$ cat src/rtl/serdes_pkg.sv
// Shared widths, uio bit positions and output-enable constant for the serdes loopback core.
// Latency: n/a (constants only).
// Backpressure: n/a.
package serdes_pkg;

  localparam int BYTE_W = 8;
  localparam int CNT_W  = 3;

  // Bit positions inside uio_out
  localparam int RXV = 0;
  localparam int TXD = 1;
  localparam int TXB = 2;
  localparam int PAR = 3;

  localparam logic [7:0] UIO_OE_VAL = 8'h0F;

endpackage

$ cat src/rtl/serdes_shift_reg.sv
// Shift register with clear/load/shift and an up or down bit counter.
// Latency: 1 cycle from control inputs to dat/cnt; nxt is the combinational shifted value.
// Backpressure: none; shift is simply not asserted to hold state.
import serdes_pkg::*;

module serdes_shift_reg #(
  parameter int W          = BYTE_W,
  parameter int CW         = CNT_W,
  parameter bit SHIFT_LEFT = 1'b1,
  parameter bit CNT_UP     = 1'b1
) (
  input  logic          clk,
  input  logic          rst,
  input  logic          clr,
  input  logic          load,
  input  logic [W-1:0]  load_dat,
  input  logic [CW-1:0] load_cnt,
  input  logic          shift,
  input  logic          sin,
  output logic [W-1:0]  dat,
  output logic [W-1:0]  nxt,
  output logic [CW-1:0] cnt
);

  // Value the register takes on a shift; exported so the owner can capture a
  // completed word on the same edge it is formed.
  assign nxt = SHIFT_LEFT ? {dat[W-2:0], sin} : {sin, dat[W-1:1]};

  // Clear beats load, load beats shift.
  always_ff @(posedge clk) begin
    if (rst || clr) begin
      dat <= '0;
      cnt <= '0;
    end else if (load) begin
      dat <= load_dat;
      cnt <= load_cnt;
    end else if (shift) begin
      dat <= nxt;
      cnt <= CNT_UP ? cnt + 1'b1 : cnt - 1'b1;
    end
  end

endmodule

$ cat src/rtl/tt_um_serdes.sv
// Byte-framed serial loopback: deserialize ui_in[0] to uo_out, re-serialize each byte MSB first on uio_out[1].
// Latency: byte on uo_out and rx_valid the cycle after its 8th bit edge; tx MSB visible that same cycle.
// Backpressure: none; ena=0 freezes state, a new byte reloads the transmitter. Optional macro SERDES_PARITY_EN.
import serdes_pkg::*;

module tt_um_serdes #(
  parameter int MSB_FIRST = 1
) (
  input  logic       clk,
  input  logic       rst,
  input  logic       ena,
  input  logic [7:0] ui_in,
  input  logic [7:0] uio_in,
  output logic [7:0] uo_out,
  output logic [7:0] uio_out,
  output logic [7:0] uio_oe
);

  logic                din;
  logic                resync;
  logic                rx_shift;
  logic                rx_done;
  logic [BYTE_W-1:0]   rx_shreg;
  logic [BYTE_W-1:0]   rx_nxt;
  logic [CNT_W-1:0]    rx_cnt;
  logic [BYTE_W-1:0]   rx_byte;
  logic                rx_valid;
  logic [BYTE_W-1:0]   tx_shreg;
  logic [CNT_W:0]      tx_cnt;
  logic                tx_busy;
  logic                tx_shift;
  logic [BYTE_W-1:0]   unused_tx_nxt;
  logic [BYTE_W-1:0]   unused_rx_shreg;
  logic                unused_pins;
  logic                par;

  assign din    = ui_in[0];
  assign resync = ui_in[1];

  // Resync outranks ena for the receiver; the transmitter is left alone.
  assign rx_shift = ena && !resync;
  assign rx_done  = rx_shift && (rx_cnt == CNT_W'(BYTE_W - 1));
  assign tx_busy  = (tx_cnt != '0);
  assign tx_shift = ena && tx_busy;

  serdes_shift_reg #(
    .W          (BYTE_W),
    .CW         (CNT_W),
    .SHIFT_LEFT (MSB_FIRST != 0),
    .CNT_UP     (1'b1)
  ) u_rx (
    .clk      (clk),
    .rst      (rst),
    .clr      (resync),
    .load     (1'b0),
    .load_dat ('0),
    .load_cnt ('0),
    .shift    (rx_shift),
    .sin      (din),
    .dat      (rx_shreg),
    .nxt      (rx_nxt),
    .cnt      (rx_cnt)
  );

  // Load on completion wins over shifting, giving a gapless tx stream.
  serdes_shift_reg #(
    .W          (BYTE_W),
    .CW         (CNT_W + 1),
    .SHIFT_LEFT (1'b1),
    .CNT_UP     (1'b0)
  ) u_tx (
    .clk      (clk),
    .rst      (rst),
    .clr      (1'b0),
    .load     (rx_done),
    .load_dat (rx_nxt),
    .load_cnt ((CNT_W + 1)'(BYTE_W)),
    .shift    (tx_shift),
    .sin      (1'b0),
    .dat      (tx_shreg),
    .nxt      (unused_tx_nxt),
    .cnt      (tx_cnt)
  );

  // Capture the completed byte and pulse rx_valid for one cycle.
  always_ff @(posedge clk) begin
    if (rst) begin
      rx_byte  <= '0;
      rx_valid <= 1'b0;
    end else begin
      rx_valid <= rx_done;
      if (rx_done) begin
        rx_byte <= rx_nxt;
      end
    end
  end

`ifdef SERDES_PARITY_EN
  // Even parity tracks rx_byte, registered on the same edge.
  always_ff @(posedge clk) begin
    if (rst) begin
      par <= 1'b0;
    end else if (rx_done) begin
      par <= ^rx_nxt;
    end
  end
`else
  assign par = 1'b0;
`endif

  // Pack status bits into uio_out; upper nibble stays zero.
  always_comb begin
    uio_out      = '0;
    uio_out[RXV] = rx_valid;
    uio_out[TXD] = tx_shreg[BYTE_W-1];
    uio_out[TXB] = tx_busy;
    uio_out[PAR] = par;
  end

  assign uo_out = rx_byte;
  assign uio_oe = UIO_OE_VAL;

  assign unused_rx_shreg = rx_shreg;
  assign unused_pins     = ^{uio_in, ui_in[7:2], unused_rx_shreg, unused_tx_nxt};

endmodule

$ cat config.mk
export PLATFORM = sky130hd
export DESIGN_NAME = tt_um_serdes
export DESIGN_NICKNAME = d
export VERILOG_FILES = /design/src/rtl/serdes_pkg.sv /design/src/rtl/serdes_shift_reg.sv /design/src/rtl/tt_um_serdes.sv
export SDC_FILE = /design/constraint.sdc
export NUM_CORES = 1
export LEC_CHECK = 0
export BUFFER_PORTS_ARGS = -buffer_cell sky130_fd_sc_hd__buf_2
export CAP_MARGIN = 20
export CORE_ASPECT_RATIO = 0.6
export CORE_MARGIN = 2
export CORE_UTILIZATION = 35
export DETAILED_ROUTE_END_ITERATION = 6
export SYNTH_ARGS = -nofsm -noshare
export SYNTH_HDL_FRONTEND = slang
export SYNTH_SLANG_ARGS = --single-unit
$ cat constraint.sdc
create_clock -name clk -period 1.6 [get_ports clk]
set_input_delay 0.32 -clock clk [delete_from_list [all_inputs] [get_ports clk]]
set_output_delay 0.32 -clock clk [all_outputs]
set_load 0.01 [all_outputs]
# Yosys cells after proc, flatten, opt, wreduce, memory -nomap -nowiden
# Index checks and enable logic that the tools add are counted.
# op_classes
addsub,2
multipliers,0
n_reduce_logical,8
div,0
n_shift,0
n_bitwise,0
order_cmp,0
mux,4
n_eq_ne,1
# op_table
op,count
$mux 8,2
$mux 4,2
$reduce_bool 4->1,1
$sub 4x1->4 const B,1
$add 3x1->3 const B,1
$eq 3x3->1 const B,1
$logic_and 1x1->1,3
$reduce_bool 2->1,1
$reduce_or 2->1,1
$logic_not 1->1,1
$logic_or 1x1->1,1
# totals
regBits,31
ram_bits,0
in_bits,19
latch_bits,0
mem_bits_ro,0
n_memories,0
out_inout_bits,24

# Logic depth before layout (Yosys ltp)
# logic_depth
depth_word,4
ltp_mapped,7
ltp_nobuf,6

# Modules after synthesis
# From an unflattened synthesis, not the netlist that was laid out.
# hier_totals
cells_unflattened,185
hier_area_um2,1876.8
# by_module_without_submodules
module,n_inst,cells_each,seq_area_each_um2,area_each_um2
serdes_shift_reg (u_tx),1,69,240.2,668.1
serdes_shift_reg (u_rx),1,59,220.2,656.9
tt_um_serdes,1,57,180.2,551.8

# Worst setup path before layout
# No wires, ideal clock.
# synth_path
path_kind,register to register
from,register u_rx.cnt[0]
to,register u_tx.dat[1]
stages_incl_launch_ff,6
arrival_ns,1.327
n_path_buf,0
setup_time_ns,0.131
synth_period_minus_slack_ns,1.458
path_slack_ns,0.142
path_cell_list,dfxtp_1 -> ha_1 -> ha_1 -> nor2b_1 -> o21a_1 -> a31oi_1
# synth_via
elab_chain_len,3
# synth_rtl
item,line_no,text
"start, declared",serdes_shift_reg.sv:22,output logic [CW-1:0] cnt
"start signal, assigned",serdes_shift_reg.sv:36,cnt <= load_cnt;
"start signal, assigned",serdes_shift_reg.sv:39,cnt <= CNT_UP ? cnt + 1'b1 : cnt - 1'b1;
$eq 3x3->1 (*),tt_um_serdes.sv:42,assign rx_done = rx_shift && (rx_cnt == CNT_W'(BYTE_W - 1));
$logic_and 1x1->1 (*),tt_um_serdes.sv:42,
$mux 8 or $reduce_bool 2->1 (tied branches),-,
"end signal, assigned",serdes_shift_reg.sv:35,dat <= load_dat;
"end signal, assigned",serdes_shift_reg.sv:38,dat <= nxt;
"end, declared",serdes_shift_reg.sv:20,"output logic [W-1:0] dat,"
# Every way passes the cells marked *; elsewhere a longest branch is shown, timed or not.
# A chain may end at the register's enable or synchronous reset.

# Worst setup path in the final report
# layout_path
from,register u_tx.cnt[0]
to,output port uio_out[2]
# layout_via
elab_chain_len,1
# layout_rtl
item,line_no,text
"start, declared",serdes_shift_reg.sv:22,
"start signal, assigned",serdes_shift_reg.sv:36,
"start signal, assigned",serdes_shift_reg.sv:39,
$reduce_bool 4->1,tt_um_serdes.sv:43,assign tx_busy = (tx_cnt != '0);
"end, declared",tt_um_serdes.sv:15,"output logic [7:0] uio_out,"
# No other way between the ends.

==> results.md <==
* P per Cell Area at roughly 920 nW/um^2
* Clock latency on the worst-skew pair at around 0.28 ns
* Max_cap viols at 0
* CP delay by family, top: flip-flops
* DR DRC count at 0
* CP peak stage delay at roughly 0.33 ns
* FP Rows at 17
* Remaining antenna violation count at 0
* Die X at between 80 and 90 um
* TritonCTS Sinks at 31
* CORE AREA at 3786 um^2
* Unrepaired setup endpoints after global routing: true
* Drt initial violations at 71
* CP Launch Type: flip-flop
* WP data required at approximately 1.3 ns
* Vias at 1,080
* Slowest CP cell: dfxtp_2
* Synth cell types at 30
* Tcrit/Tclk final at 96.96%
* I/O pins at 43
* Root buf cell: clkbuf_8
* Minimum clock period at roughly 1.6 ns
* Pleak at roughly 0.7 nW
* Clock Skew at around 0.0085 ns
* CTS max path bufs at 2
* Starting density of the core at a little under two fifths
* Flops & latches, synth at 31
* CP Buf/Inv Count at 3
* GPL Wtd Cong at about 0.83
* Pre-antenna DRT Iters at 4
* Largest net degree at the start of global routing at 17
* R2r startpoint: u_rx.cnt[0]
* Total grt overflow at 0
* Final net count at about 200
* Critical Path AT at 1.23 ns
* Sw frac at 20.95%
* Sequential Power Share at roughly 52%
* Sum Neg Setup Slack at 0 ns
* Antenna Cells at 0
* Clock share of power at 43.5%
* Htree depth at 2
* # setup viols final at 0
* CP startpoint: u_tx.cnt[0]
* Vias in the first global route at about 1,100
* Share of layout cells above drive strength 1 at a little over a quarter
* Synth Warn # at 0
* Sw power at 0.3162 mW
* Final wirelength at between 2000 and 3000 um
* Seq/Total Area, Yosys at ~43%
* Overall routing resource usage at ~14%
* Worst Slack Setup Final at about 0.05 ns
* Avg Inst Size Synth at approximately 8.9 um^2
* Average wire per standard cell at between 10 and 15 um
* Global-route wire length before repair at approximately 4800 um
* CP Max Fanout at 3
* Critical-path cell list: inv_2 > ha_4 > nor3b_4 > inv_4 > buf_2
* Post-layout util at 43.39%
* Synthesis-to-finish area growth at 14.77%
* CTS buffer count at 5
* Cell area after synthesis at roughly 1400 um^2
* Peak supply drop at slightly above 400 uV
* Worst-path clk slew at roughly 0.060 ns
* Die ar. at between 4000 and 5000 um^2
* Status: finished, final reports clean
* HPWL after detailed placement at ~2100 um
* Port bufs at 15
* Max Transition Viols Final at 0
* Min-delay worst type: in2reg
* Nature of the critical path endpoint: primary output
* Vias per cell at ~4.8
* CTS tree: done
* Internal power at 1.193 mW
* Combinational share of power at roughly 5.0%
* FMAX at 644.6 MHz
* Final hold vios at 0
* Post-Syn Instances at roughly 160
* HP Start: ui_in[0]
* Critical path class: reg2out
* Dpl ws at -0.006214 ns
* Worst hold slack at around 0.33 ns
* Initial antenna violation count at 0
* Die Height at ~54 um
* Hold-fix buffers, CTS at 0
==> timing repair <==
item,in CTS,in global routing
endpoints found under the hold margin,0,0
pin swaps,1,2
gates resized for setup,5,4
buffers inserted,2,2
setup endpoints to repair,5,8
==> synth_stat cells, drive strengths merged <==
library cell  number  share of area, %
clkbuf             2              0.52
nor2              13               3.4
o21ai              2              0.70
a311oi             2               1.2
buf               22                11
or2                7               3.1
o311ai             6               4.2
nand4b             1              0.61
o21a               1              0.52
nand3b             2               1.3
and3b              1              0.61
nand2             26               6.8
conb               2              0.52
nor2b              1              0.44
xnor2              1              0.61
nor3b              1               1.3
dfxtp             31                43
a31oi              7               3.1
mux2i             10               7.0
inv                5               1.3
nand3              2              0.70
ha                 3               2.6
nor4b              1              0.61
a21oi             12               4.2
==> per-layer routing <==
layer	wire, um	GRT usage, %	share of wire (%)	up-vias
met4	51	6.771	1.8	0
met5	0	0	0	-
met3	114	4.448	4.0	7
li1	-	-	-	553
met1	1363	16.71	48	504
met2	1333	22.05	47	16
==> worst reg2reg max path: stages (launching register included) <==
cell and delay, ns:
dfxtp_1 0.32, ha_1 0.20, ha_1 0.22, nor2b_1 0.14
buf_4 0.15, o311ai_0 0.29, a31oi_1 0.08
==> cells in the final DEF (no fill, tap or decap), types with 2 or more instances in the layout <==
master and n:
dfxtp_1 29, nand2_1 26, buf_2 15, nor2_1 13
conb_1 13, a21oi_1 12, mux2i_1 10, buf_4 8
or2_2 7, a31oi_1 7, clkbuf_8 7, o311ai_1 4
inv_2 2, inv_1 2, o21ai_0 2, nand3_1 2
a311oi_1 2, ha_1 2, dfxtp_2 2
==> power groups by stage <==
stage          clock network (mW)  registers [mW]  logic [mW]
2_1_floorplan                   0           0.794      0.0821
3_3_place_gp                    0           0.794      0.0723
3_5_place_dp                    0           0.794      0.0739
4_1_cts                     0.676           0.777      0.0746
5_1_grt                     0.707           0.777      0.0840
6_report                    0.656           0.777      0.0755
==> layout make-up <==
type	instances	area [um^2]
fill	389	2143
multi-input combinational	112	684.4
sequential	31	623.1
timing repair buffer	24	155.1
clock buffer	8	100.1
tap	47	58.81
inverter	5	21.27
==> state kept, by name, indices dropped and copies added (netlist names) <==
name / count
u_rx.cnt: 3
u_tx.cnt: 4
uo_out: 8
u_rx.dat: 7
u_tx.dat: 8
rx_valid: 1
==> worst paths after layout <==
| check | to | slack [ns] | cells after the start |
|---|---|---|---|
| max | uio_out[2] | 0.05 | 5 |
| min | u_rx.dat[0] | 0.33 | 3 |
| max reg2reg | u_tx.dat[1] | 0.06 | 6 |
| min reg2reg | uo_out[5] | 0.45 | 2 |
==> metrics by stage <==
step / cell area [um^2] / power (mW) / instances
2_1_floorplan: 1473 / 0.8758 / 172
3_3_place_gp: 1488 / 0.8664 / 215
3_5_place_dp: 1488 / 0.8683 / 215
4_1_cts: 1618 / 1.527 / 225
5_1_grt: 1643 / 1.568 / 227
6_report: 1643 / 1.509 / 227
==> logic make-up after synthesis <==
family          Yosys count  synth area share (%)
compound gates           30                 13.90
xor+xnor                  1                0.6120
fa+ha+maj                 3                 2.623
buf+inv                  29                 13.11
flops                    31                 43.36
mux                      10                 6.993
other cells               2                0.5247
simple gates             55                 18.88
Power figures use the tool's default switching activity.
